$ cat src/rtl/hralm_mult_pipe_pkg.sv
// Shared types and helpers for the hybrid Booth/Mitchell pipelined multiplier.
// Booth digit encoding and leading-one-detector width sizing.
package hralm_mult_pipe_pkg;

   localparam logic MODE_APPROX = 1'b0;
   localparam logic MODE_EXACT  = 1'b1;

   typedef struct packed {
      logic neg;
      logic two;
      logic one;
   } booth_dig_t;

   function automatic int lod_w(input int n);
      return (n > 1) ? $clog2(n) : 1;
   endfunction

   // Triplet 111 encodes zero with neg cleared, so a zero digit never needs a +1.
   function automatic booth_dig_t booth_enc(input logic [2:0] t);
      booth_dig_t d;
      d.one = t[1] ^ t[0];
      d.two = (t[2] & ~t[1] & ~t[0]) | (~t[2] & t[1] & t[0]);
      d.neg = t[2] & ~(t[1] & t[0]);
      return d;
   endfunction

endpackage

$ cat src/rtl/hralm_mult_pipe_log_path.sv
// Combinational Mitchell log path: leading-one detect and mantissa extract
// on the S1 side, log add, antilog and one's-complement sign on the S2 side.
module hralm_mult_pipe_log_path #(
   parameter int W    = 16,
   parameter int K    = 14,
   parameter int FRAC = 4,
   parameter int LK   = 5
) (
   input  logic [K-1:0]    s1_a,
   input  logic [W-1:0]    s1_b,
   output logic [LK-1:0]   s1_ka,
   output logic [LK-1:0]   s1_kb,
   output logic [FRAC-1:0] s1_fa,
   output logic [FRAC-1:0] s1_fb,
   output logic            s1_zero,
   input  logic [LK-1:0]   s2_ka,
   input  logic [LK-1:0]   s2_kb,
   input  logic [FRAC-1:0] s2_fa,
   input  logic [FRAC-1:0] s2_fb,
   input  logic            s2_sgn,
   input  logic            s2_zero,
   output logic [K+W-1:0]  s2_low
);

   localparam int LW = K + W;

   // FRAC-1 bits just below the leading one (zero padded), LSB forced to 1.
   function automatic logic [FRAC-1:0] mant(input logic [W-1:0] v, input logic [LK-1:0] k);
      logic [W+FRAC-2:0] t;
      t = {v, {(FRAC-1){1'b0}}} >> k;
      return {t[FRAC-2:0], 1'b1};
   endfunction

   always_comb begin
      s1_ka = '0;
      for (int i = 0; i < K; i++)
         if (s1_a[i]) s1_ka = LK'(i);
      s1_kb = '0;
      for (int i = 0; i < W; i++)
         if (s1_b[i]) s1_kb = LK'(i);
   end

   assign s1_zero = (s1_a == '0) | (s1_b == '0);
   assign s1_fa   = mant({{(W-K){1'b0}}, s1_a}, s1_ka);
   assign s1_fb   = mant(s1_b, s1_kb);

   logic [LK+FRAC-1:0] l_sum;
   logic [LK-1:0]      kint;
   logic [FRAC-1:0]    m;
   logic [LW-1:0]      mag;

   assign l_sum = {s2_ka, s2_fa} + {s2_kb, s2_fb};
   assign kint  = l_sum[LK+FRAC-1:FRAC];
   assign m     = l_sum[FRAC-1:0];
   assign mag   = LW'(({{(LW-1){1'b0}}, 1'b1, m} << kint) >> FRAC);
   assign s2_low = s2_zero ? '0 : (mag ^ {LW{s2_sgn}});

endmodule

$ cat src/rtl/hralm_mult_pipe.sv
// Three-stage hybrid signed multiplier: Booth-recoded high part of x, Mitchell
// log (or exact) low part, valid/ready streaming with full bubble collapse.
module hralm_mult_pipe
   import hralm_mult_pipe_pkg::*;
#(
   parameter int W     = 16,
   parameter int K     = 14,
   parameter int FRAC  = 4,
   parameter int TAG_W = 4
) (
   input  logic             clk,
   input  logic             rst_n,
   input  logic             in_valid,
   output logic             in_ready,
   input  logic [W-1:0]     in_x,
   input  logic [W-1:0]     in_y,
   input  logic             in_mode,
   input  logic [TAG_W-1:0] in_tag,
   output logic             out_valid,
   input  logic             out_ready,
   output logic [2*W-1:0]   out_p,
   output logic [TAG_W-1:0] out_tag
);

   localparam int NDIG = (W - K) / 2;
   localparam int LK   = lod_w(W) + 1;
   localparam int LW   = K + W;
   localparam int PW   = W + 1;
   localparam int P2   = 2 * W;

   typedef struct packed {
      booth_dig_t [NDIG-1:0] dig;
      logic [LK-1:0]         ka;
      logic [LK-1:0]         kb;
      logic [FRAC-1:0]       fa;
      logic [FRAC-1:0]       fb;
      logic                  zero;
      logic                  sgn;
      logic                  mode;
      logic [K-1:0]          x_lo;
      logic [W-1:0]          y;
      logic [TAG_W-1:0]      tag;
   } s1_t;

   typedef struct packed {
      logic [LW-1:0]            low;
      logic [NDIG-1:0][PW-1:0]  pp;
      logic [NDIG-1:0]          sf;
      logic [TAG_W-1:0]         tag;
   } s2_t;

   logic v1, v2, v3;
   logic adv2, adv3;
   s1_t  s1_d, s1_q;
   s2_t  s2_d, s2_q;

   assign out_valid = v3;
   assign adv3      = ~v3 | out_ready;
   assign adv2      = ~v2 | adv3;
   assign in_ready  = ~v1 | adv2;

   // S1: one's-complement magnitudes feed the log path; no +1 by design.
   logic [K-1:0]    a_abs;
   logic [W-1:0]    b_abs;
   logic [LK-1:0]   ka_w, kb_w;
   logic [FRAC-1:0] fa_w, fb_w;
   logic            zero_w;
   logic [LW-1:0]   lo_approx;

   assign a_abs = in_x[K-1:0] ^ {K{in_x[K-1]}};
   assign b_abs = in_y ^ {W{in_y[W-1]}};

   hralm_mult_pipe_log_path #(
      .W    (W),
      .K    (K),
      .FRAC (FRAC),
      .LK   (LK)
   ) u_log_path (
      .s1_a    (a_abs),
      .s1_b    (b_abs),
      .s1_ka   (ka_w),
      .s1_kb   (kb_w),
      .s1_fa   (fa_w),
      .s1_fb   (fb_w),
      .s1_zero (zero_w),
      .s2_ka   (s1_q.ka),
      .s2_kb   (s1_q.kb),
      .s2_fa   (s1_q.fa),
      .s2_fb   (s1_q.fb),
      .s2_sgn  (s1_q.sgn),
      .s2_zero (s1_q.zero),
      .s2_low  (lo_approx)
   );

   always_comb begin
      s1_d = '0;
      for (int j = 0; j < NDIG; j++)
         s1_d.dig[j] = booth_enc(in_x[K+2*j+1 -: 3]);
      s1_d.ka   = ka_w;
      s1_d.kb   = kb_w;
      s1_d.fa   = fa_w;
      s1_d.fb   = fb_w;
      s1_d.zero = zero_w;
      s1_d.sgn  = in_x[K-1] ^ in_y[W-1];
      s1_d.mode = (in_mode == MODE_EXACT) ? MODE_EXACT : MODE_APPROX;
      s1_d.x_lo = in_x[K-1:0];
      s1_d.y    = in_y;
      s1_d.tag  = in_tag;
   end

   // S2: Booth rows; neg only ever set together with one|two.
   logic [NDIG-1:0][PW-1:0] pp_w;
   logic [NDIG-1:0]         sf_w;
   logic signed [LW-1:0]    lo_exact;

   for (genvar j = 0; j < NDIG; j++) begin : g_booth
      logic [PW-1:0] row;
      assign row = s1_q.dig[j].one ? {s1_q.y[W-1], s1_q.y} :
                   (s1_q.dig[j].two ? {s1_q.y, 1'b0} : '0);
      assign pp_w[j] = row ^ {PW{s1_q.dig[j].neg}};
      assign sf_w[j] = s1_q.dig[j].neg & (s1_q.dig[j].one | s1_q.dig[j].two);
   end

   assign lo_exact = $signed(s1_q.x_lo) * $signed(s1_q.y);

   always_comb begin
      s2_d     = '0;
      s2_d.low = (s1_q.mode == MODE_APPROX) ? lo_approx : lo_exact;
      s2_d.pp  = pp_w;
      s2_d.sf  = sf_w;
      s2_d.tag = s1_q.tag;
   end

   // S3: final accumulation, everything mod 2^(2W).
   logic [P2-1:0] p_sum;

   always_comb begin
      p_sum = {{(P2-LW){s2_q.low[LW-1]}}, s2_q.low};
      for (int j = 0; j < NDIG; j++)
         p_sum = p_sum + (({{(P2-PW){s2_q.pp[j][PW-1]}}, s2_q.pp[j]} +
                           {{(P2-1){1'b0}}, s2_q.sf[j]}) << (K + 2*j));
   end

   always_ff @(posedge clk) begin
      if (!rst_n) begin
         v1 <= 1'b0;
         v2 <= 1'b0;
         v3 <= 1'b0;
      end else begin
         if (in_ready) v1 <= in_valid;
         if (adv2)     v2 <= v1;
         if (adv3)     v3 <= v2;
      end
   end

   always_ff @(posedge clk) begin
      if (in_valid && in_ready) s1_q <= s1_d;
      if (v1 && adv2)           s2_q <= s2_d;
   end

   always_ff @(posedge clk) begin
      if (!rst_n) begin
         out_p   <= '0;
         out_tag <= '0;
      end else if (v2 && adv3) begin
         out_p   <= p_sum;
         out_tag <= s2_q.tag;
      end
   end

endmodule
$ cat config.mk
export PLATFORM = sky130hd
export DESIGN_NAME = hralm_mult_pipe
export DESIGN_NICKNAME = d
export VERILOG_FILES = /design/src/rtl/hralm_mult_pipe_pkg.sv /design/src/rtl/hralm_mult_pipe_log_path.sv /design/src/rtl/hralm_mult_pipe.sv
export SDC_FILE = /design/constraint.sdc
export NUM_CORES = 1
export LEC_CHECK = 0
export BUFFER_PORTS_ARGS = -buffer_cell sky130_fd_sc_hd__buf_2
export CORE_MARGIN = 5
export CORE_UTILIZATION = 65
export CTS_CLUSTER_SIZE = 25
export DETAILED_ROUTE_END_ITERATION = 8
export PLACE_DENSITY = 0.84
export SLEW_MARGIN = 10
export SYNTH_ARGS = -nofsm -noshare
export SYNTH_HDL_FRONTEND = slang
export SYNTH_SLANG_ARGS = --single-unit
$ cat constraint.sdc
create_clock -name clk -period 18.5 [get_ports clk]
set_input_delay 2.775 -clock clk [delete_from_list [all_inputs] [get_ports clk]]
set_output_delay 2.775 -clock clk [all_outputs]
set_load 0.01 [all_outputs]
==> metrics.txt, run 1 <==
commonest non-fill, non-tap cell in the layout inv_1; DR vias/cell around 5.9; Hold WS 0.4135 ns; Initial Utilization 65.50%; fmax ~140 MHz; Resized cells post-CTS 0; Fillers approximately 2000; TritonCTS Buffers 17; GPL Wtd Cong 0.9322; layout cell share with drive strength beyond 1 7.392%; CTS H-tree depth 4; Core Box Area 26800 µm²; Post-synth EDFFs roughly 110; Final WS setup 11.41 ns; RSZ-0062 raised after global routing false; drt pass-1 iters 5; post-synthesis net count 2280; # port buffers 78; Initial DRC Count roughly 1000; FF+latch count, synth ~150; slew margin rel. 29.25%; root buffer cell clkbuf_16; post-route ant nets 0; nature of the critical path startpoint register; I/O pin cnt 79; largest net degree at the start of global routing 55; Reg2Reg Setup Slack ~11 ns; Max Cap Viol 0; outcome complete, no violations; GRT overflow 0; all-layer global routing usage ~28%; Seq/Total Area, Yosys a little under a quarter; Die X around 170 µm; clock skew 0.01321 ns; reg2reg path depth 20; die span in y 174.3 µm; Yosys warning count 0; cts hold-fix bufs 0; ys flop type edfxtp_1; row cnt 60; final setup fails 0; worst-margin pin slew 1.061 ns; Crit Reg-Reg Startpoint s1_q[20]; setup bufs post-CTS 0; Setup TNS Final 0 ns; WP data required 18.66 ns; worst hold stages 0; Final period util 38.32%; clock latency on the worst-skew pair 0.43 ns; most frequent cells in the layout 277 x inv_1, 253 x nand2_1, 221 x fa_1; Avg Inst Size Synth 9.144 µm²; critical path arrival 7.25 ns; clk sinks 145; Clock Path Buffers 2; Synth cell types 77; Hold Path Sink s2_q[2]; Routed WL 42.10 mm; Placed Instances 2257; worst hold start s1_q[2]; Routed wire per std cell 18.39 µm; Reg2Reg Capture Point s2_q[51]; vias ~13000; Finished Layout Cells ~2300; min Tclk post-route ~7.1 ns; Worst-path clk slew 0.07 ns; vias in the first global route between 10000 and 15000; Slew Limit Fails 0; Synth Instances approximately 1900; TritonCTS clock tree yes; FFs w/ async S/R, synth 0%; crit end category register; first-pass GRT wire length between 60 and 70 mm; Area Overhead vs Synth 6.557%; CP Max Fanout 16; dpl ws 11.42 ns; Final HPWL DP 32.49 mm; Fin. Hold Viols 0; Min-Delay Path Class register to register; area of the die 30390 µm²; Post-Syn Area 17560 µm²; initial antenna violation count 2; CP Class register to register; # DRC 0; layout net count 2295
[Yosys cell counts, types with 5 or more instances]
cell       count  area share [%]
edfxtp_1     106              18
o22ai_1        7            0.25
nor2_1        80             1.7
or3_1          7            0.25
a31oi_1       14            0.50
ha_1          98             7.0
xor2_1        50             2.5
o21a_1        12            0.51
nand3_1       38             1.1
inv_1        277             5.9
o21ai_0       84             2.4
o21bai_1       6            0.26
buf_1          7            0.15
a21boi_0      26             1.1
mux2i_1       36             2.1
a211oi_1      14            0.60
nor2b_1       14            0.50
o211ai_1      16            0.68
o21ai_1        7            0.20
dfxtp_1       39             4.4
a21oi_1       48             1.4
o31ai_1       11            0.47
a211o_1        5            0.25
a21o_1        16            0.68
mux2_2         8            0.51
o2bb2ai_1      5            0.25
nand2b_1      14            0.50
or2_2          6            0.21
and2_1       131             4.7
nor3_1        34            0.97
buf_2          9            0.26
nand2_1      253             5.4
xnor2_1       61             3.0
fa_1         221              25
and3_1        15            0.53
clkbuf_1      67             1.4
[routing by layer]
layer,track usage [%],vias up,part of all wire (%)
li1,-,6317,-
met1,37.27,6475,40
met2,47.35,614,48
met3,6.981,86,9.0
met4,7.687,4,2.3
met5,0,-,0.088
[critical path, cell delays in order, from the launching register on]
cell and delay [ns]:
edfxtp_1 0.64, and2_1 0.30, ha_1 0.42, inv_1 0.10
fa_1 0.87, inv_1 0.16, fa_1 0.50, fa_1 0.50
fa_1 0.49, inv_1 0.05, fa_1 0.49, inv_1 0.05
ha_1 0.34, a21o_1 0.25, a21o_1 0.20, a2111o_1 0.40
o31ai_1 0.43, o2111ai_1 0.18, a21oi_1 0.20, xnor2_1 0.15
a21oi_1 0.09
[sequential cells by signal, indices dropped and copies added (netlist names)]
register   flops
s1_q          54
v2             1
out_tag        4
s2_q          52
out_p         32
out_valid      1
v1             1
[logic make-up (layout without fill, tap and decap cells)]
logic type | Yosys count | in the layout | share of synthesized area, %
AO/OA/AOI/OAI | 316 | 316 | 12.13
XOR/XNOR | 111 | 111 | 5.538
adder cells (fa/ha/maj) | 319 | 319 | 32.19
buffers and inverters | 365 | 393 | 7.975
flip-flops | 145 | 145 | 22.58
multiplexers | 44 | 44 | 2.566
other | 0 | 1 | 0
AND/OR/NAND/NOR | 620 | 620 | 17.03
[cell type report]
class | instances | area, µm² | share of cell area, %
inverter | 278 | 1044 | 5.578
antenna | 1 | 2.502 | 0.01338
tap | 341 | 426.7 | 2.281
clock buffer | 20 | 478.0 | 2.555
sequential | 145 | 3964 | 21.19
timing repair buffer | 83 | 427.9 | 2.287
multi-input combinational | 1410 | 12220 | 65.33
clock inverter | 12 | 143.9 | 0.7692
[per-stage QoR]
step | area, µm² | util [%]
CTS | 18700 | 69.79
global placement | 18080 | 67.47
finish | 18710 | 69.80
detailed placement | 18080 | 67.47
floorplan | 17560 | -
global route | 18700 | 69.79
[how the worst max path moves through the flow]
stage / start / depth (start not counted) / to / slack, ns
finish: s1_q[20] / 20 / s2_q[51] / 11.41
global route: s1_q[20] / 20 / s2_q[51] / 11.05
CTS: s1_q[20] / 20 / s2_q[51] / 11.43
detailed placement: s1_q[20] / 20 / s2_q[51] / 11.42
global placement: s1_q[20] / 20 / s2_q[51] / 11.59
floorplan: out_ready / 2 / s2_q[0] / 11.28
Power of run 1 is not shown: default switching activity piles up to over one toggle a cycle in this logic, so the estimate is an artifact.
==> run 2, diff against run 1 <==
- CORE_UTILIZATION: 65 -> 64
- PLACE_DENSITY: 0.84 -> 0.82
- clock period: 18.5 -> 7.05 ns (I/O delays scaled with it)
==> run 2 against run 1 <==
  * Clock-buffer cell count shrank 2
  * Sequential cell count did not move
  * Wire length is 1.6% lower
  * Largest cell class unchanged
  * First-iteration DRC count rose by 3.5%
  * Utilization fell by 0.37 points
  * Clock skew barely moved
  * Die area up 1.5%
  * Fmax up 5.9%
  * Via count increased by 0.57%
  * Cell count is 0.31% higher
==> metrics.txt, run 2 (synthesis gave the netlist of run 1 again) <==
outcome complete, no violations; slew margin rel. 27.57%; WP data required 7.21 ns; final setup fails 0; CTS H-tree depth 4; row cnt 60; DR vias/cell 5.909; TritonCTS clock tree yes; nature of the critical path startpoint register; vias in the first global route roughly 14000; min Tclk post-route approximately 6.7 ns; crit end category register; CP Class register to register; # DRC 0; Clock Path Buffers 2; largest registers s1_q (54), s2_q (52), out_p (32); most used routing layer met2; Slew Limit Fails 0; layout cell share with drive strength beyond 1 roughly 7.8%; vias 13570; Routed wire per std cell between 15 and 20 µm; global-route met1 utilization 37.78%; Biggest register s1_q; die span in y between 150 and 200 µm; TritonCTS Buffers 17; Final period util 94.94%; critical path arrival about 7 ns; Die X 175.6 µm; clock skew around 0.013 ns; # port buffers approximately 80; fmax 149.4 MHz; Fillers 2047; drt pass-1 iters 5; Initial Utilization 65.14%; Max Cap Viol 0; clk sinks 145; Initial DRC Count 1042; area of the die 30840 µm²; initial antenna violation count 0; Core Box Area approximately 27000 µm²; Min-Delay Path Class register to register; # diodes 0; RSZ-0062 raised after global routing false; Area Overhead vs Synth 6.578%; worst-margin pin slew 1.082 ns; met3 Use GR 6.005%; root buffer cell clkbuf_16; GRT overflow 0; max reg flops 54; CP Max Fanout 16; most frequent cells in the layout 277 x inv_1, 253 x nand2_1, 221 x fa_1; grt met2 use a little under half; layout net count 2303; cts hold-fix bufs 0; Fin. Hold Viols 0; all-layer global routing usage 27.88%; clock latency on the worst-skew pair 0.44 ns; post-route ant nets 0; Final HPWL DP 32.69 mm; first-pass GRT wire length 69.74 mm; GPL Wtd Cong 0.9560; commonest non-fill, non-tap cell in the layout inv_1; Setup TNS Final 0 ns; I/O pin cnt 79; Routed WL 41.45 mm; Worst-path clk slew approximately 0.070 ns; largest net degree at the start of global routing 55
run 2: metrics by stage:
| step | cells | hold WS, ns | area [µm²] | utilization, % | setup slack, ns |
|---|---|---|---|---|---|
| after global placement | 2265 | 0.4028 | 18140 | 67.32 | 0.4168 |
| after floorplan | 1920 | 0.4003 | 17560 | - | 0.6153 |
| after CTS | 2297 | 0.4207 | 18700 | 69.38 | 0.2654 |
| after global routing | 2297 | 0.4301 | 18710 | 69.42 | 0.06215 |
| after detailed placement | 2265 | 0.4071 | 18140 | 67.32 | 0.2651 |
| final | 2297 | 0.4178 | 18710 | 69.42 | 0.3566 |
run 2: cell type report:
| type | instances | area (µm²) | area share [%] |
|---|---|---|---|
| multi-input combinational | 1410 | 12230 | 65.37 |
| sequential | 145 | 3964 | 21.19 |
| inverter | 278 | 1044 | 5.577 |
| timing repair buffer | 91 | 488.0 | 2.608 |
| clock buffer | 18 | 439.2 | 2.347 |
| tap | 341 | 426.7 | 2.280 |
| clock inverter | 14 | 117.6 | 0.6286 |
run 2: timing repair:
item | 4_1_cts | 5_1_grt
endpoints found under the hold margin | 0 | 0
resized for setup | 0 | 3
setup buffers | 0 | 0
setup endpoints to repair | 0 | 5
run 2: worst max-delay path, cell delays in order (launching register included):
cell,delay (ns)
edfxtp_1,0.62
and2_1,0.30
fa_1,0.55
inv_1,0.05
fa_1,0.48
inv_1,0.06
fa_1,0.48
fa_1,0.51
fa_1,0.49
inv_1,0.04
fa_1,0.47
inv_1,0.04
ha_1,0.35
a2111oi_0,0.41
o21ai_0,0.29
nand3_1,0.15
a211oi_1,0.14
o31ai_2,0.40
o2111ai_1,0.17
a21oi_1,0.19
xnor2_1,0.14
a21oi_1,0.09
run 2: metal layers:
| metal | part of all wire [%] | vias up | wire, µm |
|---|---|---|---|
| met2 | 47 | 633 | 19390 |
| met5 | 0 | - | 0 |
| met1 | 41 | 6521 | 16900 |
| li1 | - | 6342 | - |
| met4 | 3.0 | 0 | 1228 |
| met3 | 9.5 | 77 | 3919 |
run 2: worst paths after layout:
kind / start / to / cells after the start / slack [ns]
hold / removal: s1_q[1] / s2_q[1] / 0 / 0.42
setup reg to reg: s1_q[12] / s2_q[51] / 21 / 0.36
hold reg to reg: s1_q[1] / s2_q[1] / 0 / 0.42
setup / recovery: s1_q[12] / s2_q[51] / 21 / 0.36
Power of run 2 is left out for the same reason.
